$ cat config.mk
export PLATFORM = sky130hd
export DESIGN_NAME = serial_subtractor
export DESIGN_NICKNAME = d
export VERILOG_FILES = /design/src/rtl/serial_subtractor.sv
export SDC_FILE = /design/constraint.sdc
export NUM_CORES = 1
export LEC_CHECK = 0
export BUFFER_PORTS_ARGS = -buffer_cell sky130_fd_sc_hd__buf_2
export CAP_MARGIN = 30
export CORE_MARGIN = 2
export CORE_UTILIZATION = 55
export DETAILED_ROUTE_END_ITERATION = 12
export PLACE_DENSITY = 0.79
export REMOVE_ABC_BUFFERS = 1
export SYNTH_ARGS = -nofsm -noshare
export SYNTH_HDL_FRONTEND = slang
export SYNTH_SLANG_ARGS = --single-unit
$ cat constraint.sdc
create_clock -name clk -period 2.3 [get_ports clk]
set_input_delay 0.46 -clock clk [delete_from_list [all_inputs] [get_ports clk]]
set_output_delay 0.46 -clock clk [all_outputs]
set_load 0.01 [all_outputs]
$ cat src/rtl/serial_subtractor.sv
// Bit-serial N-bit subtractor: one full-subtractor cell, LSB first, fixed N-cycle RUN.
// Produces the difference, the unsigned borrow, the zero flag and signed overflow.
module serial_subtractor #(
  parameter int N = 32
) (
  input  logic         clk,
  input  logic         rst_n,
  input  logic         start,
  input  logic [N-1:0] A,
  input  logic [N-1:0] B,
  output logic         busy,
  output logic         done,
  output logic [N-1:0] diff,
  output logic         borrow,
  output logic         zero,
  output logic         ovf,
  output logic [1:0]   dbg_state
);

  // Handshake: start is accepted only in IDLE or DONE, where A/B are captured;
  // busy is high for exactly N cycles afterwards, then done pulses for one cycle
  // with diff/borrow/zero/ovf valid. Those results hold until the next done.
  localparam int CW = $clog2(N + 1);

  typedef enum logic [1:0] {
    IDLE = 2'd0,
    RUN  = 2'd1,
    DONE = 2'd2
  } state_t;

  state_t        state, state_nx;
  logic [CW-1:0] cnt;
  logic [N-1:0]  a_sr, b_sr, d_sr;
  logic          bin;
  logic          a_msb, b_msb;
  logic          accept, last_bit;
  logic          a0, b0, d_bit, bout;
  logic [N-1:0]  d_next;

  assign busy      = (state == RUN);
  assign done      = (state == DONE);
  assign dbg_state = state;
  assign last_bit  = (cnt == CW'(N - 1));

  always_comb begin
    a0     = a_sr[0];
    b0     = b_sr[0];
    d_bit  = a0 ^ b0 ^ bin;
    bout   = (~a0 & b0) | (~(a0 ^ b0) & bin);
    d_next = {d_bit, d_sr[N-1:1]};
  end

  always_comb begin
    state_nx = state;
    accept   = 1'b0;
    case (state)
      IDLE: begin
        if (start) begin
          accept   = 1'b1;
          state_nx = RUN;
        end
      end
      RUN: begin
        if (last_bit) state_nx = DONE;
      end
      DONE: begin
        if (start) begin
          accept   = 1'b1;
          state_nx = RUN;
        end else begin
          state_nx = IDLE;
        end
      end
      default: state_nx = IDLE;
    endcase
  end

  always_ff @(posedge clk) begin
    if (!rst_n) begin
      state  <= IDLE;
      cnt    <= '0;
      a_sr   <= '0;
      b_sr   <= '0;
      d_sr   <= '0;
      bin    <= 1'b0;
      a_msb  <= 1'b0;
      b_msb  <= 1'b0;
      diff   <= '0;
      borrow <= 1'b0;
      zero   <= 1'b0;
      ovf    <= 1'b0;
    end else begin
      state <= state_nx;
      if (accept) begin
        a_sr  <= A;
        b_sr  <= B;
        d_sr  <= '0;
        cnt   <= '0;
        bin   <= 1'b0;
        a_msb <= A[N-1];
        b_msb <= B[N-1];
      end else if (state == RUN) begin
        // Operands shift right so bit 0 always feeds the cell; result bits enter at the top.
        a_sr <= a_sr >> 1;
        b_sr <= b_sr >> 1;
        d_sr <= d_next;
        bin  <= bout;
        cnt  <= cnt + CW'(1);
        if (last_bit) begin
          diff   <= d_next;
          borrow <= bout;
          zero   <= (d_next == '0);
          ovf    <= (a_msb != b_msb) && (d_next[N-1] != a_msb);
        end
      end
    end
  end

endmodule
==> summary.txt <==
Outcome: finished clean
Peak VDD IR: 0.565 mV
Die ar.: 10900 um2
Critical path class: reg2out
Cell taking the most area after synthesis: dfxtp_1
CP endpoint kind: primary output
Cells after DPL: 864
H-tree levels: 4
Inserted Diodes: 0
CP required: 1.84 ns
Slew margin rel.: 67.4%
Power Dens Cells: 892 nW/um2
Post-CTS Setup Inserts: 0
Ports: 106
Filler Cell Count: 793
Multi-input logic area: 2380 um2
# setup viols final: 0
Yosys top cell area share: 51.1%
Worst-margin pin slew: 0.489 ns
Fmax: 0.458 GHz
Gpl congestion: 0.792
DRT iter0 DRCs: 183
Number of global-route vias before repair: 4753
Root Buffer: clkbuf_8
First-pass DRT Iterations: 5
Initial core utilization: 56.5%
CP cell instances: nand2b_4 -> inv_6 -> buf_2
Routed vias/inst: 5.76
PortBufs: 105
Antenna violations before repair: 0
TritonCTS clock tree: built
Area contributors post-synth: dfxtp_1, nand2_1, a21oi_1, nor3_1, a311oi_1
Final Hold Fails: 0
Min Hold Slack: 0.219 ns
RSZ-0062 raised after global routing: no
Routed Antenna Nets: 0
Worst hold path class: in2reg
Worst Path Arrival: 1.72 ns
Max Cap Viol: 0
Final worst path period need: 2.18 ns
Netlist cell types: 36
Worst Setup Start Kind: flip-flop
Core area: 9770 um2
Leak pwr: 2.53 nW
Share of layout cells above drive strength 1: 20.7%
Gate Count Post-Synth: 672
Sequential share of the synthesized area: 51.1%
DP HPWL: 8090 um
Setup TNS: 0 ns
GRT Residual Overflow: 0
Worst skew pair latency: 0.52 ns
Die Wd: 104 um
Period utilisation layout: 94.8%
Routed wire length: 13200 um
Syn_area_per_cell: 8.22 um2
Final std cells w/o fill: 895
Clk buf depth: 2
Slowest stage delay, CP: 0.50 ns
Post-CTS Hold Fix Bufs: 0
Nets: 819
Critical-path top delay cell: dfxtp_1
Avg WL per Cell: 14.7 um
Synthesized flop and latch total: 141
Gr usage total: 25.0%
Synthesis Warnings: 0
Largest net degree at the start of global routing: 66
Cell row count: 36
CTS buffer count: 17
Clk pin slew, worst setup/hold paths: 0.05 ns
Mapped Area: 5520 um2
# clock sinks: 141
Register area: 2820 um2
Synth-to-Final Area Change: 21.2%
Clk_skew: 0.00703 ns
Worst Path Max Fanout: 34
First-pass GRT wire length: 22400 um
Die span in y: 104 um
Routed vias: 5151
Fin. max-slew vios: 0
Drt drc: 0
-- repair_timing --
action | 4_1_cts | 5_1_grt
gates resized for setup | 1 | 1
setup endpoints to repair | 1 | 1
gates cloned | 0 | 0
-- state kept, by name, indices dropped and copies added, names as in the netlist --
signal     count
d_sr          31
b_msb          1
borrow         1
zero           1
ovf            1
b_sr          32
a_sr          32
cnt            6
a_msb          1
diff          32
dbg_state      2
bin            1
-- path summary, 6_finish.rpt --
check,start,endpoint,depth (start not counted),slack (ns)
setup / recovery,dbg_state[0],busy,3,0.12
hold / removal,B[31],b_msb,3,0.22
hold reg to reg,diff[11],diff[11],2,0.47
setup reg to reg,dbg_state[0],d_sr[4],5,0.49
-- stage by stage --
step           instance area, um2  power [mW]  util (%)  setup slack [ns]
4_1_cts                      6690        6.00      68.5            0.0803
2_1_floorplan                5210        3.00         -             -1.80
3_5_place_dp                 6070        3.18      62.1             0.475
3_3_place_gp                 6070        3.16      62.1             0.508
6_report                     6700        5.98      68.5             0.119
5_1_grt                      6700        6.19      68.5            0.0295
-- area by class of cell --
| type | count | share of cell area (%) |
|---|---|---|
| clock inverters | 10 | 2.43 |
| multi-input cells | 463 | 35.6 |
| well taps | 133 | 2.49 |
| repair buffers | 122 | 10.1 |
| inverters | 5 | 0.355 |
| flip-flops and latches | 141 | 42.2 |
| clock buffers | 21 | 6.86 |
-- cell usage after synthesis (all sizes together) --
cell type,count
a211oi,2
a21oi,76
a22oi,2
a311oi,26
a31oi,1
and3b,1
and4b,1
buf,44
clkbuf,19
dfxtp,141
fa,1
ha,1
inv,5
nand2,122
nand2b,2
nand3,38
nand3b,2
nand4,2
nand4b,1
nor2,29
nor2b,2
nor3,68
nor4,8
o21a,1
o21ai,34
o221ai,1
o22ai,34
o31ai,1
o32ai,1
or3,2
or3b,1
or4,1
xnor2,2
-- report_power, final --
part | internal, mW | total [mW] | switching, mW
combinational | 0.205 | 0.516 | 0.311
clock | 1.84 | 2.83 | 0.992
sequential | 2.56 | 2.63 | 0.0659
total | 4.61 | 5.98 | 1.37
-- placed cells by master, fill, tap and decap left out, types with 8 or more instances in the layout --
master     instances
nor4_1             8
buf_2            105
buf_4             15
o21ai_0           34
nor3_1            68
a311oi_1          26
o22ai_1           34
a21oi_1           76
nand3_1           38
nand2_1          122
dfxtp_1          141
clkbuf_16         16
nor2_1            29
-- layer usage --
layer | track usage (%) | up-vias | share of wire, %
met5 | 0 | - | 0
met4 | 7.43 | 0 | 0.90
met3 | 8.46 | 12 | 8.0
met2 | 40.2 | 184 | 48
met1 | 31.9 | 2391 | 43
li1 | - | 2564 | -
-- critical path: cells and delay by family (launching register included) --
kind / cells / cell delay (ns)
buffers and inverters: 2 / 0.41
flip-flops: 1 / 0.50
AND/OR/NAND/NOR: 1 / 0.29
-- kinds of logic (layout without fill, tap and decap cells) --
| group | Yosys count | after routing | share of synthesized area [%] |
|---|---|---|---|
| buffers and inverters | 68 | 158 | 6.07 |
| adders and majority gates | 2 | 2 | 0.589 |
| and+or+nand+nor | 280 | 280 | 22.7 |
| AOI/OAI and AO/OA | 179 | 179 | 19.2 |
| xor gates and xnor gates | 2 | 2 | 0.317 |
| DFF | 141 | 141 | 51.1 |
Note: power is estimated with default switching activity, not from simulation.
